<file path="config.mk">
export PLATFORM = sky130hd
export DESIGN_NAME = uart_tx_sched_flat
export DESIGN_NICKNAME = d
export VERILOG_FILES = /design/src/rtl/uart_pkg.sv /design/src/rtl/uart_tx_sched_if.sv /design/src/rtl/uart_rr_arbiter.sv /design/src/rtl/uart_tx_sched.sv /design/src/flat_wrapper.sv
export SDC_FILE = /design/constraint.sdc
export NUM_CORES = 1
export LEC_CHECK = 0
export ABC_AREA = 1
export CORE_MARGIN = 4
export CORE_UTILIZATION = 50
export DETAILED_ROUTE_END_ITERATION = 8
export GPL_TIMING_DRIVEN = 1
export PLACE_DENSITY = 0.85
export SLEW_MARGIN = 20
export SYNTH_ARGS = -nofsm -noshare
export SYNTH_HDL_FRONTEND = slang
export SYNTH_SLANG_ARGS = --single-unit
</file>
<file path="constraint.sdc">
create_clock -name CLK -period 3.93 [get_ports CLK]
set_input_delay 0.786 -clock CLK [delete_from_list [all_inputs] [get_ports CLK]]
set_output_delay 0.786 -clock CLK [all_outputs]
set_load 0.005 [all_outputs]
</file>
<file path="src/rtl/uart_pkg.sv">
// Shared types and widths for the uart_tx round-robin scheduler.
package uart_pkg;

  localparam int unsigned TIMEOUT_W = 8;

  typedef enum logic [1:0] {
    IDLE      = 2'd0,
    SEND      = 2'd1,
    WAIT_ACK  = 2'd2,
    WAIT_DONE = 2'd3
  } sched_state_t;

endpackage

</file>
<file path="src/rtl/uart_tx_sched_if.sv">
// Requester and uart_tx side signals of the scheduler.
// UART_TX_SCHED_PKT_LOCK_EN adds req_last and locked.
interface uart_tx_sched_if #(
  parameter int unsigned NUM_REQ = 4
);
  localparam int unsigned IDW = $clog2(NUM_REQ);

  logic [NUM_REQ-1:0]   req_valid;
  logic [8*NUM_REQ-1:0] req_data;
  logic [NUM_REQ-1:0]   req_ready;
  logic                 tx_send;
  logic [7:0]           tx_data;
  logic                 tx_busy;
  logic [IDW-1:0]       grant_id;
  logic                 active;
  logic                 timeout_err;
`ifdef UART_TX_SCHED_PKT_LOCK_EN
  logic [NUM_REQ-1:0]   req_last;
  logic                 locked;
`endif

  // Scheduler view.
  modport master (
    input  req_valid, req_data, tx_busy,
`ifdef UART_TX_SCHED_PKT_LOCK_EN
    input  req_last,
    output locked,
`endif
    output req_ready, tx_send, tx_data, grant_id, active, timeout_err
  );

  // Requester / transmitter view.
  modport slave (
    output req_valid, req_data, tx_busy,
`ifdef UART_TX_SCHED_PKT_LOCK_EN
    output req_last,
    input  locked,
`endif
    input  req_ready, tx_send, tx_data, grant_id, active, timeout_err
  );

endinterface

</file>
<file path="src/rtl/uart_rr_arbiter.sv">
// Combinational round-robin pick: first eligible requester at or after rr_ptr.
module uart_rr_arbiter #(
  parameter int unsigned NUM_REQ = 4,
  localparam int unsigned IDW = $clog2(NUM_REQ)
) (
  input  logic [NUM_REQ-1:0] req_valid,
  input  logic [NUM_REQ-1:0] mask,
  input  logic [IDW-1:0]     rr_ptr,
  output logic [IDW-1:0]     win_id,
  output logic [NUM_REQ-1:0] win_oh,
  output logic               win_any
);

  logic [NUM_REQ-1:0] elig;
  int                 idx;

  // Scan from the farthest offset down so the nearest eligible one wins.
  always_comb begin
    elig    = req_valid & mask;
    idx     = 0;
    win_id  = '0;
    win_any = 1'b0;
    for (int k = int'(NUM_REQ) - 1; k >= 0; k--) begin
      idx = int'(rr_ptr) + k;
      if (idx >= int'(NUM_REQ)) idx = idx - int'(NUM_REQ);
      if (elig[IDW'(idx)]) begin
        win_id  = IDW'(idx);
        win_any = 1'b1;
      end
    end
    win_oh = win_any ? (NUM_REQ'(1) << win_id) : '0;
  end

endmodule

</file>
<file path="src/rtl/uart_tx_sched.sv">
// Round-robin scheduler sharing one uart_tx between NUM_REQ byte producers.
// Optional packet lock enabled by UART_TX_SCHED_PKT_LOCK_EN.
module uart_tx_sched
  import uart_pkg::*;
#(
  parameter int unsigned NUM_REQ     = 4,
  parameter int unsigned ACK_TIMEOUT = 16
) (
  input  logic            CLK,
  input  logic            RST,
  uart_tx_sched_if.master bus
);

  localparam int unsigned IDW = $clog2(NUM_REQ);

  sched_state_t         state, state_n;
  logic [IDW-1:0]       rr_ptr, win_id;
  logic [NUM_REQ-1:0]   win_oh, lock_mask;
  logic                 win_any, xfer, to_hit;
  logic [TIMEOUT_W-1:0] ack_cnt;
  logic [7:0]           win_data;

  function automatic logic [IDW-1:0] ptr_inc(input logic [IDW-1:0] p);
    return (p == IDW'(NUM_REQ - 1)) ? '0 : p + IDW'(1);
  endfunction

`ifdef UART_TX_SCHED_PKT_LOCK_EN
  assign lock_mask = bus.locked ? (NUM_REQ'(1) << bus.grant_id) : '1;
`else
  assign lock_mask = '1;
`endif

  uart_rr_arbiter #(.NUM_REQ(NUM_REQ)) u_arb (
    .req_valid (bus.req_valid),
    .mask      (lock_mask),
    .rr_ptr    (rr_ptr),
    .win_id    (win_id),
    .win_oh    (win_oh),
    .win_any   (win_any)
  );

  always_comb begin
    win_data = 8'h00;
    for (int i = 0; i < int'(NUM_REQ); i++) begin
      if (win_oh[i]) win_data = bus.req_data[8*i +: 8];
    end
  end

  always_ff @(posedge CLK) begin
    if (RST) state <= IDLE;
    else     state <= state_n;
  end

  always_comb begin
    state_n = state;
    case (state)
      IDLE:      if (win_any) state_n = SEND;
      SEND:      state_n = WAIT_ACK;
      WAIT_ACK:  if (bus.tx_busy) state_n = WAIT_DONE;
                 else if (to_hit) state_n = IDLE;
      WAIT_DONE: if (!bus.tx_busy) state_n = IDLE;
      default:   state_n = IDLE;
    endcase
  end

  // Handshake strobe and timeout decode; ready is held low during reset.
  always_comb begin
    bus.req_ready = '0;
    xfer          = 1'b0;
    to_hit        = 1'b0;
    if (state == IDLE && !RST) begin
      bus.req_ready = win_oh;
      xfer          = win_any;
    end
    if (state == WAIT_ACK && !bus.tx_busy &&
        ack_cnt == TIMEOUT_W'(ACK_TIMEOUT - 1)) begin
      to_hit = 1'b1;
    end
  end

  always_ff @(posedge CLK) begin
    if (RST) begin
      bus.tx_send     <= 1'b0;
      bus.tx_data     <= 8'h00;
      bus.grant_id    <= '0;
      bus.active      <= 1'b0;
      bus.timeout_err <= 1'b0;
      rr_ptr          <= '0;
      ack_cnt         <= '0;
`ifdef UART_TX_SCHED_PKT_LOCK_EN
      bus.locked      <= 1'b0;
`endif
    end else begin
      bus.tx_send     <= xfer;
      bus.timeout_err <= to_hit;
      bus.active      <= (state_n != IDLE);
      if (state == SEND)          ack_cnt <= '0;
      else if (state == WAIT_ACK) ack_cnt <= ack_cnt + TIMEOUT_W'(1);
      if (xfer) begin
        bus.tx_data  <= win_data;
        bus.grant_id <= win_id;
`ifdef UART_TX_SCHED_PKT_LOCK_EN
        // Pointer moves only when a packet ends.
        if (bus.req_last[win_id]) begin
          rr_ptr     <= ptr_inc(win_id);
          bus.locked <= 1'b0;
        end else begin
          bus.locked <= 1'b1;
        end
`else
        rr_ptr <= ptr_inc(win_id);
`endif
      end
`ifdef UART_TX_SCHED_PKT_LOCK_EN
      if (to_hit && bus.locked) begin
        bus.locked <= 1'b0;
        rr_ptr     <= ptr_inc(bus.grant_id);
      end
`endif
    end
  end

endmodule

</file>
<file path="src/flat_wrapper.sv">
// flat-port wrapper written by rule: the top's interface ports become plain ports
module uart_tx_sched_flat import uart_pkg::*;
#(
  parameter int unsigned NUM_REQ     = 4,
  parameter int unsigned ACK_TIMEOUT = 16
)
  (CLK, RST, bus_req_valid, bus_req_data, bus_tx_busy, bus_req_ready, bus_tx_send, bus_tx_data, bus_grant_id, bus_active, bus_timeout_err);
  uart_tx_sched_if #(.NUM_REQ(NUM_REQ)) bus_i ();
  input  logic CLK;
  input  logic RST;
  input wire logic [$bits(bus_i.req_valid)-1:0] bus_req_valid;
  input wire logic [$bits(bus_i.req_data)-1:0] bus_req_data;
  input wire logic [$bits(bus_i.tx_busy)-1:0] bus_tx_busy;
  output wire logic [$bits(bus_i.req_ready)-1:0] bus_req_ready;
  output wire logic [$bits(bus_i.tx_send)-1:0] bus_tx_send;
  output wire logic [$bits(bus_i.tx_data)-1:0] bus_tx_data;
  output wire logic [$bits(bus_i.grant_id)-1:0] bus_grant_id;
  output wire logic [$bits(bus_i.active)-1:0] bus_active;
  output wire logic [$bits(bus_i.timeout_err)-1:0] bus_timeout_err;
  assign bus_i.req_valid = bus_req_valid;
  assign bus_i.req_data = bus_req_data;
  assign bus_i.tx_busy = bus_tx_busy;
  assign bus_req_ready = bus_i.req_ready;
  assign bus_tx_send = bus_i.tx_send;
  assign bus_tx_data = bus_i.tx_data;
  assign bus_grant_id = bus_i.grant_id;
  assign bus_active = bus_i.active;
  assign bus_timeout_err = bus_i.timeout_err;
  uart_tx_sched #(.NUM_REQ(NUM_REQ), .ACK_TIMEOUT(ACK_TIMEOUT)) u_core (.CLK(CLK), .RST(RST), .bus(bus_i));
endmodule
</file>
# Word-level counts from Yosys, hierarchy flattened
# Cells that the tools add are included.
# totals
input_bits,39
word_cells,77
output_inout_bits,17
regBits,25
# op_classes
n_shift,1
eq_ne,5
reduce_logical,8
mux,38
order_cmp,8
add_sub_neg,9
# op_table
op,n
8-bit 2-to-1 mux,4
2-bit 2-to-1 mux,13
2-bit by 4-bit less-than comparator with 1-bit output (second input constant),4
1-bit 2-to-1 mux,14
3-bit >= comparator (second input constant),3
8-bit by 1-bit adder with 8-bit output (second input constant),1
1-bit binary-select mux with 2-bit select,4
8-bit by 4-bit == test with 1-bit output (second input constant),1
4-bit 2-to-1 mux,2
2-bit one-hot mux with 4 select lines,1
2-bit by 1-bit subtractor with 2-bit output (second input constant),4
2-bit by 2-bit adder with 3-bit output (second input constant),2
2-bit == test (second input constant),3
1-bit by 2-bit left shift with 4-bit output (first input constant),1
2-bit by 1-bit adder with 3-bit output (second input constant),1
2-bit by 3-bit >= comparator with 1-bit output (second input constant),1
1-bit logical AND,3
2-bit by 1-bit adder with 2-bit output (second input constant),1
2-bit by 1-bit == test with 1-bit output (second input constant),1
1-bit logical NOT,2
2-bit logical NOT,1
2-bit nonzero test,1
2-bit OR reduction,1

# Depth between registers and ports, before layout
# Gate-level depths: netlist of the first run.
# logic_depth
ltp_word,16
mapped_depth,20
mapped_depth_nobuf,17

# Cells and area by module
# From an unflattened synthesis of the first run, not the netlist that was laid out.
# hier_totals
hier_cells,275
hier_area_um2,1660.3
# modules_own_cells
module,cells_each,seq_area_each_um2,n_inst,area_per_inst_um2
uart_tx_sched,213,500.5,1,1338.8
uart_rr_arbiter,62,0.0,1,321.6

# Worst setup path before layout of the first run
# No wires, ideal clock.
# synth_timing
path_type,input to output
from,in bus_req_valid[3]
to,out bus_req_ready[1]
setup_slack_ns,0.700
required_ns,3.144
path_buffers,2
arrival_ns,2.444
cell_stages,12
path_cell_list,inv_1 > nand2_1 > nand3_1 > nand2_2 > o21a_1 > o21ai_0 > a21boi_0 > ha_1 > clkbuf_1 > buf_1 > inv_1 > nor2_1
# synth_between
elab_chain_len,10
word_cells_on_any_way,23
classes_between,shift (1); mux (22)
# synth_lines
item,line_no,text
start: declaration,flat_wrapper.sv:11,input wire logic [$bits(bus_i.req_valid)-1:0] bus_req_valid;
1-bit binary-select mux with 2-bit select,uart_rr_arbiter.sv:26,if (elig[IDW'(idx)]) begin
1-bit 2-to-1 mux (not written as such) (2 in series),uart_rr_arbiter.sv:26,
2-bit 2-to-1 mux (4 in series),uart_rr_arbiter.sv:26,
1-bit by 2-bit left shift with 4-bit output,uart_rr_arbiter.sv:31,win_oh = win_any ? (NUM_REQ'(1) << win_id) : '0;
4-bit 2-to-1 mux (*),uart_rr_arbiter.sv:31,
4-bit 2-to-1 mux (*),uart_tx_sched.sv:71,if (state == IDLE && !RST) begin
end: declaration,flat_wrapper.sv:14,output wire logic [$bits(bus_i.req_ready)-1:0] bus_req_ready;
# Mark *: on every way between the ends. The rest lies on a longest branch, timed or not. The select of a mux whose other input is x is not followed.

# Final worst setup path of the first run
# layout_timing
from,in bus_req_valid[3]
to,out bus_req_ready[1]
# layout_between
elab_chain_len,10
word_cells_on_any_way,23
classes_between,shift (1); mux (22)
# layout_lines
item,line_no,text
1-bit binary-select mux with 2-bit select,uart_rr_arbiter.sv:26,
1-bit 2-to-1 mux (not written as such) (2 in series),uart_rr_arbiter.sv:26,
2-bit 2-to-1 mux (3 in series),uart_rr_arbiter.sv:26,
2-bit 2-to-1 mux (*),uart_rr_arbiter.sv:26,
via u_core.u_arb.win_id[0],uart_rr_arbiter.sv:9,"output logic [IDW-1:0] win_id,"
1-bit by 2-bit left shift with 4-bit output (*),uart_rr_arbiter.sv:31,
4-bit 2-to-1 mux (*),uart_rr_arbiter.sv:31,
4-bit 2-to-1 mux (*),uart_tx_sched.sv:71,
# Mark *: on every way through the listed nets, which the timed path passes. The rest lies on a longest branch. The select of a mux whose other input is x is not followed.

==> results of run 1 <==
## report_power, final
group          switching [µW]  internal (µW)  leakage (µW)
registers                55.7            329      0.000204
clock network            66.2           39.6     0.0000150
logic                     782            633      0.000981
## metrics by stage
stage               hold WS, ns  instance area (µm²)  worst slack [ns]  setup TNS [ns]
finish                    0.472                 2470             0.197               0
floorplan                 0.444                 1770             0.700               0
global placement          0.452                 2410           -0.0231         -0.0231
CTS                       0.476                 2440            0.0333               0
global route              0.493                 2470            0.0130               0
detailed placement        0.459                 2410           -0.0719         -0.0719
## worst paths after layout
kind,startpoint,slack (ns),endpoint
min reg2reg,u_core.bus.tx_data[5],0.47,u_core.bus.tx_data[5]
max,bus_req_valid[3],0.20,bus_req_ready[1]
min,u_core.bus.tx_data[5],0.47,u_core.bus.tx_data[5]
max reg2reg,u_core.rr_ptr[0],1.49,u_core.bus.tx_data[3]
## worst register-to-register path, cell delays in order, from the launching register on
cell	delay [ns]
sky130_fd_sc_hd__dfxtp_1	0.55
sky130_fd_sc_hd__inv_6	0.08
sky130_fd_sc_hd__nand2_1	0.09
sky130_fd_sc_hd__nand3_1	0.08
sky130_fd_sc_hd__nand2_2	0.09
sky130_fd_sc_hd__buf_4	0.12
sky130_fd_sc_hd__nand3_1	0.06
sky130_fd_sc_hd__nand2_1	0.09
sky130_fd_sc_hd__nand2_1	0.07
sky130_fd_sc_hd__o21ai_2	0.07
sky130_fd_sc_hd__buf_4	0.14
sky130_fd_sc_hd__inv_2	0.05
sky130_fd_sc_hd__ha_4	0.17
sky130_fd_sc_hd__buf_4	0.17
sky130_fd_sc_hd__nor2_1	0.12
sky130_fd_sc_hd__nand3_1	0.08
sky130_fd_sc_hd__nand2_1	0.08
sky130_fd_sc_hd__nand2_1	0.05
sky130_fd_sc_hd__nand2_1	0.07
sky130_fd_sc_hd__nand2_1	0.05
sky130_fd_sc_hd__a21oi_1	0.11
## metal layers
metal / GRT usage (%) / routed length [µm] / up-vias
met3: 1.66 / 212 / 6
met4: 5.57 / 60 / 0
met5: 0 / 0 / -
met1: 25.3 / 1870 / 784
met2: 32.6 / 2020 / 41
li1: - / - / 1003
## cells by family after synthesis
family | count (synthesis)
simple gates | 152
buf+inv | 59
flops | 25
xor+xnor | 2
compound gates | 38
fa+ha+maj | 5
## cell type report
| class | instances | share of cell area, % |
|---|---|---|
| well taps | 46 | 2.33 |
| flip-flops and latches | 25 | 20.3 |
| multi-input cells | 197 | 42.0 |
| inverters | 47 | 7.34 |
| clock buffers | 4 | 1.06 |
| repair buffers | 70 | 27.0 |
## cells in the mapped netlist, drive strengths merged (2+ instances only)
| master | number |
|---|---|
| nor4 | 2 |
| ha | 5 |
| xor2 | 2 |
| nor3 | 2 |
| buf | 9 |
| dfxtp | 25 |
| nand3 | 31 |
| o21ai | 17 |
| clkbuf | 3 |
| nand2 | 89 |
| nor2 | 26 |
| a21oi | 17 |
| inv | 47 |
## sequential cells by signal, indices dropped and copies added (netlist names)
name                    cells
u_core.bus.tx_send          1
u_core.ack_cnt              8
u_core.bus.grant_id         2
u_core.bus.timeout_err      1
u_core.bus.tx_data          8
u_core.state                2
u_core.rr_ptr               2
u_core.bus.active           1
## timing repair
item,in CTS,in global routing
hold endpoints to repair,0,0
gates cloned,0,0
resized for setup,2,9
pin swaps,0,1
endpoints found under the setup margin,1,4
==> parameters.txt, run 1 <==
Parameter                              Value

Outcome
  Outcome ... completed

Power and ir drop
  Highest ir drop seen on vdd ... about 0.00038 V
  Power density over the cells ... 771 nW/µm²
  Total power ... 1900 µW
  Leakage power ... between 0.001 and 0.0015 µW

Drt
  Wire length after detailed routing ... 4170 µm
  Antenna Nets Post-Route ... 0
  Via count ... 1834
  DRC errors left ... 0
  Number of DRC markers after the initial detailed-route iteration ... roughly 80
  Routed length per placed instance ... 10.7 µm
  DR vias/cell ... roughly 4.7
  TritonRoute pass-1 iters ... 4

Run
  Number of maximum-capacitance constraint violations ... 0

Clock tree
  Root buf cell ... sky130_fd_sc_hd__clkbuf_4
  Clock tree from TritonCTS ... yes
  # H-tree levels ... 1
  Clock Path Buffers ... 2
  Clock Pin Slew Worst Setup and Hold Paths ... 0.12 ns
  Skew-Pair Late Insertion Delay ... a little over 0.3 ns
  Hold-fix buffers, CTS ... 0
  Post-CTS Repair Setup Buffers ... 0
  Clock Sink Count ... 25
  Number of clock buffers inserted by TritonCTS ... 3

Cells and area
  Most common cell after layout, fill and taps aside ... sky130_fd_sc_hd__nand2_1
  Number of diodes ... 0
  Multi-input gate area ... 1040 µm²
  Area growth from synthesis to layout ... 39.3%
  Register Area ... approximately 500 µm²
  Total of fill cells in the finished design ... 279
  Fraction of final layout cells sized beyond drive strength 1 ... 13.1%
  Number of cells in the finished layout apart from fillers ... ~390
  Most frequent cells in the layout ... sky130_fd_sc_hd__nand2_1 (79), sky130_fd_sc_hd__clkdlybuf4s50_1 (53), sky130_fd_sc_hd__inv_1 (43)
  Number of nets in the layout ... 388
  Core utilization of the finished layout ... 72.9%

Timing
  Number of slew-limit violations in the final report ... 0
  Setup Skew ... 0.00372 ns
  Fin crit share ... 95.0%
  Slew at the pin with the worst max-slew slack ... 0.347 ns
  Fin. Hold Viols ... 0
  Slew HR ... 76.8%
  Final period demand of the worst path ... ~3.7 ns
  Setup repair after global routing missed its margin ... false
  Setup-failing EPs final ... 0
  Maximum achievable frequency ... 268 MHz

Worst setup path
  Worst path arrival time ... around 3 ns
  Crit Path Category ... in -> out
  Cell seen most often among critical-path stages ... sky130_fd_sc_hd__nand2_1
  Number of stages on the worst setup path ... 16
  Worst path cell trace ... clkdlybuf4s50_1 -> inv_1 -> nand2_1 -> nand3_2 -> nand2_2 -> buf_4 -> nand3_1 -> nand2_1 -> nand2_1 -> o21ai_2 -> buf_4 -> inv_2 -> ha_4 -> inv_1 -> nor2_1 -> clkdlybuf4s50_1
  Total buffers and inverters traversed by the critical path ... 7
  CP startpoint kind ... input pin
  Sort of element at the end of the critical path ... output port
  Dominant delay contributor by cell family on the critical path ... buffers and inverters
  Depth of the worst register-to-register path ... 20
  Data required time at the worst endpoint ... 3.14 ns
  Cell with the biggest individual delay on the critical path ... sky130_fd_sc_hd__clkdlybuf4s50_1
  Max stage delay on crit path ... a little over 0.5 ns
  Highest fanout seen on the critical path ... 4

Logic synthesis
  Post-Synthesis Mean Instance Area ... around 6.3 µm²
  Sequential-to-total area share from yosys stat ... 28.2%
  Multiplexer share of the synthesized area ... 0%
  Unique cell type count in the Yosys netlist ... 31
  Post-synth EDFFs ... 0
  XOR/XNOR share of the synthesized area ... 0.987%
  Fraction of the mapped netlist area in adder cells ... 3.53%
  Dominant cells by area after synthesis ... sky130_fd_sc_hd__dfxtp_1 (28%), sky130_fd_sc_hd__nand2_1 (17%), sky130_fd_sc_hd__inv_1 (9.3%)
  Number of warnings printed during yosys synthesis ... 0
  Fraction of synthesis flops using an asynchronous set or reset pin ... 0%
  Area share of the leading cell type in the synthesized netlist ... 28.2%
  Primary FF master, synth ... sky130_fd_sc_hd__dfxtp_1
  Complex-gate fraction of the synthesized area ... a little under an eighth
  Number of cells produced by synthesis ... 281
  Yosys reg bits ... 25
  Largest area contributor in the synthesized netlist ... sky130_fd_sc_hd__dfxtp_1
  Dominant combinational cell family by area after synthesis ... simple AND/OR/NAND/NOR gates
  Synth Net Count ... 325
  Simple-gate share of the synthesized area ... around 40%
  Area of the mapped netlist ... between 1500 and 2000 µm²

Placement
  Number of input and output port buffers inserted ... 55
  Final weighted congestion in routability-driven placement ... between 0.8 and 0.9
  Number of cells after detailed placement ... just under 400
  HPWL after detailed placement ... 3360 µm

GRT
  Maximum number of pins on one net before global-route repair ... 28
  Initial antenna violation count ... 0
  Global route overflow ... 0
  Vias in the first global route ... 1620
  Gr usage total ... a little under a fifth
  Global-route wire length before repair ... 6880 µm

Floorplanning
  Y dimension of the die ... approximately 68 µm
  Boundary pin count ... 56
  Core area ... 3390 µm²
  Initial Util ... 52.3%
  Area enclosed by the die boundary ... 4570 µm²
  Placement row count ... 21
  Die Span X ... 67.6 µm

Hold path
  Depth of the worst hold-timing path ... 2
  Tightest Hold Check Type ... reg -> reg
(Power assumes the default switching activity.)
==> run 2, diff against run 1 <==
- CORE_MARGIN: 4 -> not set
==> run 2 against run 1 <==
  * Combinational power about the same
  * Setup slack improved by 0.25 ns
  * Power down 0.22%
  * Critical path depth decreased by 2
  * Core utilization is 0.50 points higher
  * Via count increased by 0.71%
  * Cell area down 0.10%
  * Global-route usage up 3.7 points
  * Register-to-register slack worse by 0.09 ns
  * Cell count down 0.26%
  * Sequential power about the same
==> parameters.txt, run 2 (same netlist as run 1, synthesis figures left out) <==
Parameter                              Value

Outcome
  Outcome ... completed (unchanged)

GRT
  Vias in the first global route ... 1535 (was 1620)
  Maximum number of pins on one net before global-route repair ... 25 (was 28)
  Initial antenna violation count ... 0 (unchanged)
  Global-route wire length before repair ... 6490 µm (was 6880 µm)
  Gr usage total ... 22.8% (was 19.0%)
  Global route overflow ... 0 (unchanged)

Worst setup path
  Highest fanout seen on the critical path ... 2 (was 4)
  Sort of element at the end of the critical path ... output port (unchanged)
  R2R Setup Slk ... 1.40 ns (was 1.49 ns)
  Reg-to-reg startpoint ... u_core.rr_ptr[0] (unchanged)
  Depth of the worst register-to-register path ... 18 (was 20)
  CP startpoint kind ... input pin (unchanged)
  Crit Path Category ... in -> out (unchanged)
  Data required time at the worst endpoint ... 3.14 ns (about the same)
  Capturing point of the worst reg2reg path ... u_core.bus.tx_data[7] (was u_core.bus.tx_data[3])
  Worst path arrival time ... 2.70 ns (was 2.95 ns)
  Critical path origin ... bus_req_valid[3] (unchanged)

Cells and area
  Largest registers ... u_core.ack_cnt x8, u_core.bus.tx_data x8 (unchanged)
  Number of diodes ... 0 (unchanged)
  Fraction of final layout cells sized beyond drive strength 1 ... 12.6% (was 13.1%)
  Final std cell area, no fill ... 2470 µm² (about the same)
  Area growth from synthesis to layout ... 39.1% (was 39.3%)
  Total of fill cells in the finished design ... 295 (was 279)
  Most frequent cells in the layout ... sky130_fd_sc_hd__nand2_1 (79), sky130_fd_sc_hd__clkdlybuf4s50_1 (51), sky130_fd_sc_hd__inv_1 (44) (was sky130_fd_sc_hd__nand2_1 (79), sky130_fd_sc_hd__clkdlybuf4s50_1 (53), sky130_fd_sc_hd__inv_1 (43))
  Number of nets in the layout ... 387 (was 388)
  Most common cell after layout, fill and taps aside ... sky130_fd_sc_hd__nand2_1 (unchanged)

Drt
  Routed length per placed instance ... 10.8 µm (was 10.7 µm)
  Antenna Nets Post-Route ... 0 (unchanged)
  Wire length after detailed routing ... 4200 µm (was 4170 µm)
  DRC errors left ... 0 (unchanged)
  DR vias/cell ... 4.76 (was 4.71)
  Number of DRC markers after the initial detailed-route iteration ... 95 (was 78)
  TritonRoute pass-1 iters ... 4 (unchanged)
  Via count ... 1847 (was 1834)

Power and ir drop
  Highest ir drop seen on vdd ... 0.000393 V (was 0.000382 V)
  Leakage power ... 0.00123 µW (was 0.00120 µW)
  Power density over the cells ... 770 nW/µm² (was 771 nW/µm²)

Floorplanning
  Y dimension of the die ... 61.6 µm (was 67.6 µm)
  Initial Util ... 52.8% (was 52.3%)
  Area enclosed by the die boundary ... 3790 µm² (was 4570 µm²)
  Placement row count ... 21 (unchanged)
  Die Span X ... 61.6 µm (was 67.6 µm)
  Core area ... 3360 µm² (was 3390 µm²)
  Boundary pin count ... 56 (unchanged)

Timing
  Final setup TNS ... 0 ns (unchanged)
  Fin crit share ... 88.7% (was 95.0%)
  Maximum achievable frequency ... 287 MHz (was 268 MHz)
  Final period demand of the worst path ... 3.49 ns (was 3.73 ns)
  Fin. Hold Viols ... 0 (unchanged)
  Number of slew-limit violations in the final report ... 0 (unchanged)
  Slew HR ... 76.7% (was 76.8%)
  Setup-failing EPs final ... 0 (unchanged)
  Slew at the pin with the worst max-slew slack ... 0.349 ns (was 0.347 ns)
  Setup Skew ... 0.00741 ns (was 0.00372 ns)
  Setup repair after global routing missed its margin ... false (unchanged)

Run
  Number of maximum-capacitance constraint violations ... 0 (unchanged)

Hold path
  End point of the worst hold path ... u_core.bus.tx_data[4] (was u_core.bus.tx_data[5])
  Depth of the worst hold-timing path ... 2 (unchanged)
  Tightest Hold Check Type ... reg -> reg (unchanged)
  Startpoint of the lowest-slack hold path ... u_core.bus.tx_data[4] (was u_core.bus.tx_data[5])

Clock tree
  Number of clock buffers inserted by TritonCTS ... 3 (unchanged)
  Hold-fix buffers, CTS ... 0 (unchanged)
  Root buf cell ... sky130_fd_sc_hd__clkbuf_4 (unchanged)
  Clock Sink Count ... 25 (unchanged)
  # H-tree levels ... 1 (unchanged)
  Clock Path Buffers ... 2 (unchanged)
  Clock Pin Slew Worst Setup and Hold Paths ... 0.12 ns (about the same)
  Skew-Pair Late Insertion Delay ... 0.31 ns (about the same)
  Clock tree from TritonCTS ... yes (unchanged)

Placement
  HPWL after detailed placement ... 3280 µm (was 3360 µm)
  Post-DP Area ... 2400 µm² (was 2410 µm²)
  Number of input and output port buffers inserted ... 55 (unchanged)
  Final weighted congestion in routability-driven placement ... 0.840 (was 0.899)
==> run 2: cell types whose count changed in the layout (fill, tap and decap cells not counted), sizes merged <==
cell	previous run	this run
clkdlybuf4s50	53	51
dlymetal6s2s	2	4
buf	15	14
==> run 2: worst max-delay path by stage <==
stage                             endpoint  slack, ns  depth (start not counted)
after floorplan           bus_req_ready[1]       0.70                         12
after global placement    bus_req_ready[2]      -0.01                         13
after detailed placement  bus_req_ready[2]      -0.04                         13
after CTS                 bus_req_ready[2]       0.06                         13
after global routing      bus_req_ready[1]       0.29                         16
final                     bus_req_ready[3]       0.44                         14
==> run 2: repair_timing <==
action / 4_1_cts / 5_1_grt
setup endpoints to repair: 1 / 4
gates resized for setup: 2 / 9
cloned: 0 / 0
setup buffers: 0 / 0
pin swaps: 0 / 0
==> run 2: critical path, cell delays in order <==
cell                              delay [ns]
sky130_fd_sc_hd__clkdlybuf4s50_1        0.50
sky130_fd_sc_hd__inv_1                  0.05
sky130_fd_sc_hd__nand2_1                0.09
sky130_fd_sc_hd__nand3_2                0.10
sky130_fd_sc_hd__nand2_2                0.07
sky130_fd_sc_hd__o21a_1                 0.10
sky130_fd_sc_hd__o21ai_0                0.07
sky130_fd_sc_hd__a21boi_0               0.26
sky130_fd_sc_hd__inv_1                  0.13
sky130_fd_sc_hd__buf_4                  0.15
sky130_fd_sc_hd__ha_2                   0.16
sky130_fd_sc_hd__inv_1                  0.06
sky130_fd_sc_hd__nor2_1                 0.04
sky130_fd_sc_hd__dlymetal6s2s_1         0.14
==> run 2: metrics by stage <==
stage / std cells / worst slack (ns) / total power [µW] / hold WS, ns / util, %
floorplan: 281 / 0.700 / 1320 / 0.444 / -
global placement: 384 / -0.0103 / 1720 / 0.451 / 71.4
detailed placement: 384 / -0.0405 / 1760 / 0.459 / 71.4
finish: 388 / 0.443 / 1900 / 0.473 / 73.4
CTS: 388 / 0.0563 / 1880 / 0.476 / 72.4
global route: 388 / 0.286 / 2090 / 0.498 / 73.4
==> run 2: cell type report <==
class / count / area (µm²) / area share (%)
tap: 46 / 57.6 / 2.33
clock buffer: 4 / 26.3 / 1.06
multi-input combinational: 197 / 1040 / 42.0
timing repair buffer: 69 / 666 / 27.0
sequential: 25 / 500 / 20.3
inverter: 47 / 181 / 7.35
==> run 2: layer usage <==
metal	up-vias	GRT usage [%]	routed length (µm)	part of all wire, %
met5	-	0	0	0
met2	42	40.2	2010	48
met4	0	6.67	60	1.4
li1	995	-	-	-
met1	804	29.0	1930	46
met3	6	2.73	193	4.6
==> run 2: where the power goes <==
part,switching (µW),internal [µW]
Sequential,56.6,329
Combinational,791,615
Clock,69.9,39.7
Total,917,983
